File: config.mk
export PLATFORM = sky130hd
export DESIGN_NAME = btn_debounce_tick
export DESIGN_NICKNAME = d
export VERILOG_FILES = /design/src/rtl/btn_debounce_tick.sv
export SDC_FILE = /design/constraint.sdc
export NUM_CORES = 1
export LEC_CHECK = 0
export BUFFER_PORTS_ARGS = -buffer_cell sky130_fd_sc_hd__clkbuf_2
export CAP_MARGIN = 20
export CORE_MARGIN = 1.5
export CORE_UTILIZATION = 40
export CTS_CLUSTER_SIZE = 24
export DETAILED_ROUTE_END_ITERATION = 12
export PLACE_DENSITY = 0.57
export RECOVER_POWER = 25
export SETUP_SLACK_MARGIN = 0.05
export SLEW_MARGIN = 30
export SYNTH_ARGS = -nofsm -noshare
export SYNTH_HDL_FRONTEND = slang
export SYNTH_SLANG_ARGS = --single-unit
File: constraint.sdc
create_clock -name clk_in -period 1.8 [get_ports clk_in]
set_clock_uncertainty 0.05 [all_clocks]
set_input_delay 0.09 -clock clk_in [delete_from_list [all_inputs] [get_ports clk_in]]
set_output_delay 0.09 -clock clk_in [all_outputs]
set_load 0.05 [all_outputs]
File: src/rtl/btn_debounce_tick.sv
// Pushbutton debouncer sampled on rising edges of a divided tick clock.
// Produces a clean level, one-cycle press/release/long-press pulses and a press counter.
module btn_debounce_tick #(
    parameter int STABLE_TICKS = 3,
    parameter int HOLD_TICKS   = 100,
    parameter bit ACTIVE_HIGH  = 1'b1
) (
    input  logic       clk_in,
    input  logic       rst_n,
    input  logic       tick_clk,
    input  logic       btn_raw,
    output logic       btn_level,
    output logic       press_pulse,
    output logic       release_pulse,
    output logic       long_pulse,
    output logic [7:0] press_count
);

    localparam int CW = 7;
    localparam logic [CW-1:0] STABLE_LAST = CW'(STABLE_TICKS - 1);
    localparam logic [CW-1:0] HOLD_MAX    = CW'(HOLD_TICKS);
    localparam logic [CW-1:0] HOLD_LAST   = CW'(HOLD_TICKS - 1);

    typedef enum logic [1:0] {
        RELEASED,
        PRESS_CHK,
        PRESSED,
        RELEASE_CHK
    } state_t;

    state_t        state_reg;
    logic [CW-1:0] stab_cnt_reg;
    logic [CW-1:0] hold_cnt_reg;
    logic          sync1_reg;
    logic          sync2_reg;
    logic          tick_q_reg;
    logic          btn_s;
    logic          tick;

    always_ff @(posedge clk_in or negedge rst_n) begin
        if (!rst_n) begin
            sync1_reg <= 1'b0;
            sync2_reg <= 1'b0;
        end else begin
            sync1_reg <= btn_raw;
            sync2_reg <= sync1_reg;
        end
    end

    assign btn_s = ACTIVE_HIGH ? sync2_reg : ~sync2_reg;

    // tick_q resets high so a tick_clk already high at reset release is not an edge.
    always_ff @(posedge clk_in or negedge rst_n) begin
        if (!rst_n) begin
            tick_q_reg <= 1'b1;
        end else begin
            tick_q_reg <= tick_clk;
        end
    end

    assign tick = tick_clk & ~tick_q_reg;

    always_ff @(posedge clk_in or negedge rst_n) begin
        if (!rst_n) begin
            state_reg     <= RELEASED;
            stab_cnt_reg  <= '0;
            hold_cnt_reg  <= '0;
            btn_level     <= 1'b0;
            press_pulse   <= 1'b0;
            release_pulse <= 1'b0;
            long_pulse    <= 1'b0;
            press_count   <= 8'd0;
        end else begin
            press_pulse   <= 1'b0;
            release_pulse <= 1'b0;
            long_pulse    <= 1'b0;
            if (tick) begin
                case (state_reg)
                    RELEASED: begin
                        if (btn_s) begin
                            stab_cnt_reg <= CW'(1);
                            state_reg    <= PRESS_CHK;
                        end
                    end
                    PRESS_CHK: begin
                        if (!btn_s) begin
                            stab_cnt_reg <= '0;
                            state_reg    <= RELEASED;
                        end else if (stab_cnt_reg == STABLE_LAST) begin
                            state_reg    <= PRESSED;
                            btn_level    <= 1'b1;
                            press_pulse  <= 1'b1;
                            press_count  <= press_count + 8'd1;
                            hold_cnt_reg <= '0;
                        end else begin
                            stab_cnt_reg <= stab_cnt_reg + CW'(1);
                        end
                    end
                    PRESSED: begin
                        if (!btn_s) begin
                            stab_cnt_reg <= CW'(1);
                            state_reg    <= RELEASE_CHK;
                        end else if (hold_cnt_reg < HOLD_MAX) begin
                            // Saturating at HOLD_TICKS makes long_pulse one-shot per press.
                            hold_cnt_reg <= hold_cnt_reg + CW'(1);
                            if (hold_cnt_reg == HOLD_LAST) begin
                                long_pulse <= 1'b1;
                            end
                        end
                    end
                    RELEASE_CHK: begin
                        if (btn_s) begin
                            state_reg <= PRESSED;
                        end else if (stab_cnt_reg == STABLE_LAST) begin
                            state_reg     <= RELEASED;
                            btn_level     <= 1'b0;
                            release_pulse <= 1'b1;
                        end else begin
                            stab_cnt_reg <= stab_cnt_reg + CW'(1);
                        end
                    end
                    default: begin
                        state_reg <= RELEASED;
                    end
                endcase
            end
        end
    end

endmodule

==> results of run 1 <==
-- Yosys cell counts --
cell,n
nor2_1,4
o21a_1,3
buf_4,1
mux2_2,2
nand2_1,7
dfstp_2,1
o211ai_1,1
xnor2_1,8
a2bb2oi_1,1
ha_1,4
nand3_1,8
o21ai_0,11
nor4_4,1
nand2b_1,7
nor3_1,5
or4b_4,1
a21o_1,1
o31ai_1,2
buf_2,2
nand3b_1,2
and4_1,1
a211oi_1,1
a21oi_4,1
mux2i_1,1
nor2b_1,2
inv_1,4
a31oi_1,1
a22o_1,1
o21ai_1,1
nor4b_1,2
dfrtp_1,30
or4_1,1
a211oi_2,1
or3b_2,1
and3_1,7
nand4_1,3
o2111a_1,1
o2bb2ai_1,6
a21oi_1,6
or3_4,1
xor2_1,1
-- final cells by class --
class,instances,area (um^2)
clock buffers,6,82.6
inverters,4,15.0
repair buffers,38,248
clock inverters,2,35.0
well taps,48,60.1
multi-input cells,107,793
flip-flops and latches,31,778
fillers,343,1700
-- worst max-delay path, stage by stage, from the launching register on --
cell	delay, ps
dfrtp_1	380
inv_1	60
ha_1	140
or4b_4	470
buf_4	180
nor4_4	150
buf_4	180
nand4_1	110
xnor2_1	150
-- routing by layer --
layer	part of all wire (%)	wire [um]	vias up	GRT usage, %
met1	46	1530	621	23.3
met2	49	1620	18	28.8
li1	-	-	622	-
met5	0	0	-	0
met3	2.9	96	6	4.62
met4	2.0	66	0	9.11
-- where the power goes --
| part | internal [uW] | switching [uW] | total [uW] |
|---|---|---|---|
| combinational | 239 | 286 | 525 |
| sequential | 777 | 91.4 | 868 |
| clock | 448 | 275 | 723 |
| total | 1460 | 653 | 2120 |
-- metrics by stage --
stage	std cells	total power [uW]	utilization [%]	setup slack [ps]
2_1_floorplan	145	1190	-	-167
3_3_place_gp	223	1350	49.1	-201
3_5_place_dp	223	1380	49.1	-223
4_1_cts	236	2140	54.0	-172
5_1_grt	236	2240	54.1	-269
6_report	236	2120	54.1	-170
-- repair_timing --
action | in CTS | in global routing
endpoints found under the setup margin | 16 | 24
gates resized for setup | 4 | 4
pin swaps | 4 | 2
hold endpoints to repair | 32 | 0
hold buffers | 3 | 0
buffers inserted | 2 | 0
-- worst max-delay path by stage --
stage                          from              end  slack [ps]  cells past startpoint
finish              stab_cnt_reg[0]   press_count[3]        -170                      8
global route        stab_cnt_reg[0]  hold_cnt_reg[1]        -270                      6
CTS                 stab_cnt_reg[0]  hold_cnt_reg[1]        -170                      6
detailed placement  stab_cnt_reg[0]  hold_cnt_reg[1]        -220                      6
global placement    stab_cnt_reg[0]  hold_cnt_reg[1]        -200                      6
floorplan           stab_cnt_reg[0]  hold_cnt_reg[1]        -170                      6
-- logic make-up after synthesis --
family | count (synthesis)
AOI/OAI and AO/OA | 38
xor gates and xnor gates | 9
adders and majority gates | 4
buffers and inverters | 7
DFF | 31
muxes | 3
and+or+nand+nor | 53
==> impl_results.md, run 1 <==
* Wirelength, routed at 3310 um
* Post-Synth Simple-Gate Area at 21.0%
* Unrepaired setup endpoints after global routing: true
* Setup CP Type: flip-flop to flip-flop
* R2R cell count at 8
* Drt wl/cell at 14.0 um
* Post-synthesis mux area share at 2.08%
* Tcrit/Tclk final at 109%
* Count of final setup violators at 13
* Most frequent cells in the layout: 29 x dfrtp_1, 20 x buf_4, 10 x o21ai_0
* CP max FO at 5
* Mapped Avg Cell Area at 10.8 um^2
* PortBufs at 15
* Vias in the first global route at 1316
* Hold crit path type: flip-flop to flip-flop
* Layout cells sized above 1 at about 28%
* Outcome: finished with violations
* Worst vdd ir at 537 uV
* Worst r2r src: stab_cnt_reg[0]
* Max FFs per register at 8
* Die Area at 0.00430 mm^2
* Power Dens Cells at 1050 mW/mm^2
* Die height at 65.6 um
* Pre-antenna DRT Iters at 4
* Post-Synth Adder-Cell Area at 3.19%
* Final Instance Area at 0.00201 mm^2
* Hold path cells at 0
* TritonCTS buffer count at 5
* Placed Area at between 0.0015 and 0.002 mm^2
* Measured slew at the worst slew-check pin at about 800 ps
* Reg2Reg Setup Slack at -170 ps
* Post-synthesis sequential area ratio at 49.6%
* Yosys warns at 0
* Dpl hpwl at 2330 um
* Global route total overflow at 0
* First-pass GRT wire length at just under 6000 um
* Unique masters post-synth at 41
* Most common cell after layout, fill and taps aside: dfrtp_1
* Vias per inst at 5.37
* Crit path arrival time at approximately 2100 ps
* Clock Pin Slew Worst Setup and Hold Paths at approximately 70 ps
* Compound-Gate Fraction of Synth Area at 17.0%
* Worst hold margin at 321 ps
* Initial Utilization at around 42%
* Cell row count at 22
* Failing checks: setup timing
* 1st-iter DRT viols at 88
* Post-route ant nets at 0
* H-tree levels at 2
* Leak at ~0.00087 uW
* Startpoint types: flip-flop
* Final Wtd Congestion at between 0.7 and 0.8
* F_max at approximately 0.51 GHz
* Yosys reg bits at 31
* Hold worst-path end: btn_s
* Root Driver: clkbuf_8
* Max-slew violations at 0
* Mapped cell area at 0.00157 mm^2
* Clock Sink Count at 31
* Area leader, netlist: dfrtp_1
* Final net count at 195
* Final Critical Period at slightly below 2000 ps
* Slew margin rel. at roughly 48%
* Worst-skew pair later-pin latency at between 200 and 300 ps
* Synth area leaders: dfrtp_1 48%, xnor2_1 4.5%, o21ai_0 3.5%, o2bb2ai_1 3.4%, ha_1 3.2%
* Synth Area in XOR/XNOR at 5.03%
* Mapped Cells at 145
* Post-synth top area share at 47.9%
* CTS max path bufs at 2
* TNS Setup at -1630 ps
* Core area at 0.00372 mm^2
* Maxcap violations at 0
* FF-to-FF End: press_count[3]
* Largest net degree at the start of global routing at 32
* Setup ws final at -170 ps
* Area Growth Syn to Fin at 28.4%
* Syn nets at 153
* Fin. Hold Viols at 0
* IO Pins at 16
* Worst setup EP type: flip-flop
* Via count at 1267
* HP Start: sync1_reg
* Largest family of logic cells by synthesized area: simple AND/OR/NAND/NOR gates
* Die width at around 66 um
* Diode count at 0
* GRT Total Usage at between 15 and 20%
* # DRC at 0
* Worst EP required at 1920 ps
* Antenna violations before repair at 0
* TritonCTS clock tree: done
Power figures use the tool's default switching activity.
==> inputs of run 2 (changes only) <==
--- a/config.mk
+++ b/config.mk
@@ -5,6 +5,7 @@
 export SDC_FILE = /design/constraint.sdc
 export NUM_CORES = 1
 export LEC_CHECK = 0
+export ABC_AREA = 1
 export BUFFER_PORTS_ARGS = -buffer_cell sky130_fd_sc_hd__clkbuf_2
 export CAP_MARGIN = 20
 export CORE_MARGIN = 1.5
==> impl_results.md, run 2 <==
* Outcome: finished clean
* Final net count at 272 (+39%)
* Slew margin rel. at 49.8% (+1.8 points)
* CP max FO at 9 (+4)
* GRT Total Usage at 16.0% (-2.3 points)
* Unique masters post-synth at 25 (-39%)
* Post-CTS Setup Repair Bufs at 0 (-2)
* Power Dens Cells at 1150 mW/mm^2 (+9.1%)
* Final Critical Period at 1560 ps (-412 ps)
* Largest net degree at the start of global routing at 32 (unchanged)
* Leak at 0.00105 uW (+20%)
* Metal3 WL at 136 um (+42%)
* Global route total overflow at 0 (unchanged)
* PortBufs at 15 (unchanged)
* Cell row count at 24 (+9.1%)
* DR top layer: met4
* TritonCTS clock tree: done
* Layout cells sized above 1 at 13.2% (-14 points)
* Most frequent cells in the layout: 91 x nand2_1, 30 x dfrtp_1, 28 x inv_1
* Place WS at 245 ps (+468 ps)
* # DRC at 0 (unchanged)
* Inst Count DP at 306 (+37%)
* Post-synth top area share at 42.4% (-5.5 points)
* Unrepaired setup endpoints after global routing: false
* H-tree levels at 2 (unchanged)
* Yosys warns at 0 (unchanged)
* Count of final setup violators at 0 (-13)
* Area Growth Syn to Fin at 14.6%
* Post-route ant nets at 0 (unchanged)
* IO Pins at 16 (unchanged)
* Pre-antenna DRT Iters at 4 (unchanged)
* Fin. Hold Viols at 0 (unchanged)
* Vias in the first global route at 1394 (+5.9%)
* Ys flop type: dfrtp_1
* Vias per inst at 4.73 (-12%)
* F_max at 0.642 GHz (+26%)
* Synth area leaders: dfrtp_1 42%, nand2_1 19%, inv_1 5.9%, nor2_1 5.1%, nand3_1 4.2%
* Initial Utilization at 41.2% (-0.93 points)
* Setup CP Type: primary input to flip-flop
* Diode count at 0 (unchanged)
* Measured slew at the worst slew-check pin at 753 ps (-26.8 ps)
* Clock Sink Count at 31 (unchanged)
* Max FFs per register at 8 (unchanged)
* Core area at 0.00429 mm^2 (+16%)
* Crit path arrival time at 1690 ps (-400 ps)
* Worst hold margin at 299 ps (-21.2 ps)
* Drt wl/cell at 10.7 um (-24%)
* Maxcap violations at 0 (unchanged)
* TritonCTS buffer count at 5 (unchanged)
* Die width at 69.5 um (+6.0%)
* Area leader, netlist: dfrtp_1
* Tcrit/Tclk final at 86.6% (-23 points)
* First-pass GRT wire length at 6180 um (+4.0%)
* Most common cell after layout, fill and taps aside: nand2_1
* R2R cell count at 8 (unchanged)
* Met1 wire length at 1760 um (+15%)
* Final Non-Filler Cells at 317 (+34%)
* Root Driver: clkbuf_8
* Async set-reset flop share out of synthesis at 100% (unchanged)
* Die height at 69.5 um (+6.0%)
* TNS Setup at 0 ps (+1630 ps)
* Resize count post-CTS at 0 (-4)
* Max-slew violations at 0 (unchanged)
* Die Area at 0.00483 mm^2 (+12%)
* Via count at 1498 (+18%)
* Final Wtd Congestion at 0.837 (+5.3%)
* Worst-skew pair later-pin latency at 290 ps (about the same)
* CTS max path bufs at 2 (unchanged)
* Worst vdd ir at 769 uV (+43%)
* Post-synth EDFFs at 0 (unchanged)
* Yosys reg bits at 31 (unchanged)
* Wirelength, routed at 3400 um (+2.6%)
* Setup ws final at 241 ps (+412 ps)
* Antenna violations before repair at 0 (unchanged)
* Most frequent cells after synthesis: 91 x nand2_1, 30 x dfrtp_1, 28 x inv_1, 24 x nor2_1, 15 x nand3_1
* Hold path cells at 0 (unchanged)
* Worst EP required at 1930 ps (about the same)
* 1st-iter DRT viols at 39 (-56%)
* Mapped Cells at 240 (+66%)
* Clock Pin Slew Worst Setup and Hold Paths at 60 ps (about the same)
* Mapped cell area at 0.00177 mm^2 (+13%)
* Hold crit path type: flip-flop to flip-flop
* Post-synthesis sequential area ratio at 43.9% (-5.7 points)
* Syn nets at 248 (+62%)
* Dpl hpwl at 2440 um (+4.7%)
* Startpoint types: primary input
* Met2 wire len at 1450 um (-11%)
* Worst setup EP type: flip-flop
* Mapped Avg Cell Area at 7.38 um^2 (-32%)
* Most frequent cell after synthesis: nand2_1
==> run 2: cell types whose count changed in the layout (fill, tap and decap cells not counted), sizes merged, moves of 3 or more <==
cell | previous run | this run
and3 | 7 | 0
inv | 4 | 32
nand3 | 8 | 19
buf | 20 | 0
nand2 | 7 | 94
a21oi | 7 | 3
o2bb2ai | 6 | 0
nor3 | 5 | 2
o21a | 3 | 0
nand2b | 7 | 0
nor2 | 4 | 29
==> run 2: worst paths after layout <==
path,start,to,slack [ps]
setup reg to reg,stab_cnt_reg[0],press_count[0],250
hold / removal,sync1_reg,btn_s,300
hold reg to reg,sync1_reg,btn_s,300
setup / recovery,tick_clk,press_count[2],240
min in group asynchronous,rst_n,hold_cnt_reg[3],350
max in group asynchronous,rst_n,stab_cnt_reg[0],860
==> run 2: critical path: stages <==
cell and delay (ps):
dlygate4sd3_1 530, clkbuf_2 110, inv_1 50, nor2_4 170, inv_1 80, nor2_1 160, inv_1 90, nor2_4 220
nand2_1 70, nand2_1 60, nand2_1 40
==> run 2: per-layer routing <==
layer  GRT usage, %  up-vias
met4           5.88        0
met5              0        -
met1           21.5      675
met3           5.09        6
li1               -      794
met2           24.1       23
==> run 2: final cells by class <==
cell class | instances | area [um^2]
sequential | 31 | 777
tap | 52 | 65.1
clock buffer | 8 | 100
timing repair buffer | 18 | 98.8
inverter | 32 | 120
multi-input combinational | 176 | 868
fill | 431 | 2260
==> run 2: through the flow <==
stage | area [um^2] | util (%) | total power, uW
global route | 2030 | 47.3 | 2510
global placement | 1910 | 44.4 | 1750
detailed placement | 1910 | 44.4 | 1740
floorplan | 1770 | - | 1560
CTS | 2040 | 47.4 | 2370
finish | 2030 | 47.3 | 2330
==> run 2: timing repair <==
action                     CTS  global route
setup endpoints to repair    0             0
hold endpoints to repair    32             0
hold buffers                 3             0
==> run 2: logic make-up (layout without fill, tap and decap cells) <==
logic type               count (synthesis)  in the layout  share of synthesized area [%]
adder cells (fa/ha/maj)                  4              4                           2.83
AO/OA/AOI/OAI                           15             15                           5.02
buffers and inverters                   33             58                           7.07
flip-flops                              31             31                           43.9
AND/OR/NAND/NOR                        149            149                           37.2
XOR/XNOR                                 8              8                           3.96
==> run 2: report_power, final <==
group	switching, uW	total [uW]	internal (uW)
clock	252	601	349
sequential	127	929	802
combinational	575	800	225
==> inputs of run 3 (changes only) <==
--- a/config.mk
+++ b/config.mk
@@ -8,7 +8,7 @@
 export ABC_AREA = 1
 export BUFFER_PORTS_ARGS = -buffer_cell sky130_fd_sc_hd__clkbuf_2
 export CAP_MARGIN = 20
-export CORE_MARGIN = 1.5
+export CORE_MARGIN = 3
 export CORE_UTILIZATION = 40
 export CTS_CLUSTER_SIZE = 24
 export DETAILED_ROUTE_END_ITERATION = 12
==> impl_results.md, run 3 (synthesis gave the netlist of run 2 again) <==
* TNS Setup at 0 ps (unchanged)
* Max FFs per register at 8 (unchanged)
* Initial Utilization at 42.7% (+1.5 points)
* GRT Total Usage at 15.1% (-0.86 points)
* Worst setup EP type: flip-flop
* Drt wl/cell at 11.1 um (+3.7%)
* Maxcap violations at 0 (unchanged)
* Crit-path max cell delay at 520 ps (about the same)
* IO Pins at 16 (unchanged)
* Final net count at 272 (unchanged)
* Largest net degree at the start of global routing at 32 (unchanged)
* # DRC at 0 (unchanged)
* Final Critical Period at 1550 ps (-9.43 ps)
* Diode count at 0 (unchanged)
* Power Dens Cells at 1130 mW/mm^2 (-1.3%)
* Global route total overflow at 0 (unchanged)
* CP cell instances: dlygate4sd3_1 -> clkbuf_1 -> inv_1 -> nor2_4 -> inv_1 -> nor2_1 -> inv_1 -> nor2_4 -> nand2_1 -> nand2_1 -> nand2_1
* First-pass GRT wire length at 6200 um (+0.23%)
* Worst-skew pair later-pin latency at 280 ps (about the same)
* CP delay by family, top: buffers and inverters
* Root Driver: clkbuf_8
* CP max FO at 9 (unchanged)
* Vias per inst at 4.68 (-1.0%)
* Worst vdd ir at 703 uV (-8.7%)
* Dpl hpwl at 2490 um (+1.9%)
* Vias in the first global route at 1394 (unchanged)
* Antenna violations before repair at 0 (unchanged)
* Final Non-Filler Cells at 315 (-0.63%)
* Count of final setup violators at 0 (unchanged)
* Leak at 0.00105 uW (-0.16%)
* Cell row count at 23 (-4.2%)
* Worst EP required at 1930 ps (about the same)
* Multi-input logic area at 873 um^2 (+0.58%)
* Layout cells sized above 1 at 14.0% (+0.75 points)
* Crit path arrival time at 1680 ps (about the same)
* Most common cell after layout, fill and taps aside: nand2_1
* PortBufs at 15 (unchanged)
* Core area at 0.00414 mm^2 (-3.5%)
* Area Growth Syn to Fin at 13.9%
* Setup CP Type: primary input to flip-flop
* Slowest stage cell, crit path: dlygate4sd3_1
* F_max at 0.646 GHz (+0.61%)
* Fin. Hold Viols at 0 (unchanged)
* Final Wtd Congestion at 0.824 (-1.5%)
* CTS max path bufs at 2 (unchanged)
* Clock Sink Count at 31 (unchanged)
* Die width at 72.5 um (+4.3%)
* Via count at 1473 (-1.7%)
* Outcome: finished clean
* Tcrit/Tclk final at 86.1% (-0.52 points)
* Die height at 72.5 um (+4.3%)
* Wirelength, routed at 3500 um (+3.1%)
* Unrepaired setup endpoints after global routing: false
* Worst hold margin at 307 ps (+7.34 ps)
* Measured slew at the worst slew-check pin at 754 ps (+0.808 ps)
* Max-slew violations at 0 (unchanged)
* Fillers at 452 (+4.9%)
* Startpoint types: primary input
* Most frequent cells in the layout: 91 x nand2_1, 30 x dfrtp_1, 28 x inv_1
* TritonCTS buffer count at 5 (unchanged)
* Post-CTS Setup Repair Bufs at 0 (unchanged)
* Die Area at 0.00526 mm^2 (+8.8%)
* Pre-antenna DRT Iters at 4 (unchanged)
* Slew margin rel. at 49.8% (-0.054 points)
* Clock Pin Slew Worst Setup and Hold Paths at 70 ps (about the same)
* Hold crit path type: flip-flop to flip-flop
* H-tree levels at 2 (unchanged)
* 1st-iter DRT viols at 101 (+160%)
* TritonCTS clock tree: done
* Sequential cell area at 777 um^2 (unchanged)
* Post-route ant nets at 0 (unchanged)
* Inst Count DP at 304 (-0.65%)
* Crit path buf inv count at 5 (unchanged)
==> run 3: cell count changes in the layout (fill, tap and decap cells not counted), sizes merged <==
cell / before / now
clkbuf: 23 / 20
clkinv: 0 / 3
==> run 3: final cells by class <==
| cell class | instances | area share [%] |
|---|---|---|
| multi-input cells | 176 | 43.3 |
| flip-flops and latches | 31 | 38.5 |
| inverters | 32 | 5.96 |
| repair buffers | 18 | 4.90 |
| clock buffers | 5 | 3.41 |
| well taps | 50 | 3.10 |
| clock inverters | 3 | 0.745 |
==> run 3: worst reg2reg max path: cells and delay by family, from the launching register on <==
kind	cells	cell delay, ps
XOR/XNOR	1	150
flip-flops	1	420
buffers and inverters	2	110
AND/OR/NAND/NOR	4	520
adder cells (fa/ha/maj)	1	160
==> run 3: metrics by stage <==
stage | util [%] | worst slack [ps] | instance area [um^2] | power [uW]
floorplan | - | 390 | 1770 | 1560
global placement | 45.9 | 273 | 1900 | 1760
detailed placement | 45.9 | 227 | 1900 | 1760
CTS | 48.7 | 211 | 2020 | 2320
global route | 48.6 | 96.8 | 2020 | 2460
finish | 48.6 | 251 | 2020 | 2280
==> run 3: what timing repair did <==
item | CTS | global route
setup endpoints to repair | 0 | 2
endpoints found under the hold margin | 32 | 0
resized for setup | 0 | 1
hold buffers | 3 | 0
==> run 3: final timing paths <==
path	start	endpoint	slack, ps	depth (start not counted)
worst max-delay path	tick_clk	press_count[2]	250	11
worst min register to register	sync1_reg	btn_s	310	0
worst max register to register	stab_cnt_reg[0]	press_count[0]	270	8
max in group asynchronous	rst_n	hold_cnt_reg[5]	870	2
worst min-delay path	sync1_reg	btn_s	310	0
min in group asynchronous	rst_n	btn_s	360	2
==> run 3: where the power goes <==
group / internal (uW) / switching [uW] / total (uW)
clock network: 264 / 268 / 532
logic: 232 / 591 / 823
registers: 802 / 127 / 929
total: 1300 / 986 / 2280
==> run 3: routing by layer <==
layer / wire length [um] / vias up / GRT usage [%]
met5: 0 / - / 0
met4: 43 / 0 / 6.15
li1: - / 801 / -
met1: 1820 / 645 / 20.8
met2: 1490 / 21 / 22.3
met3: 144 / 6 / 4.29
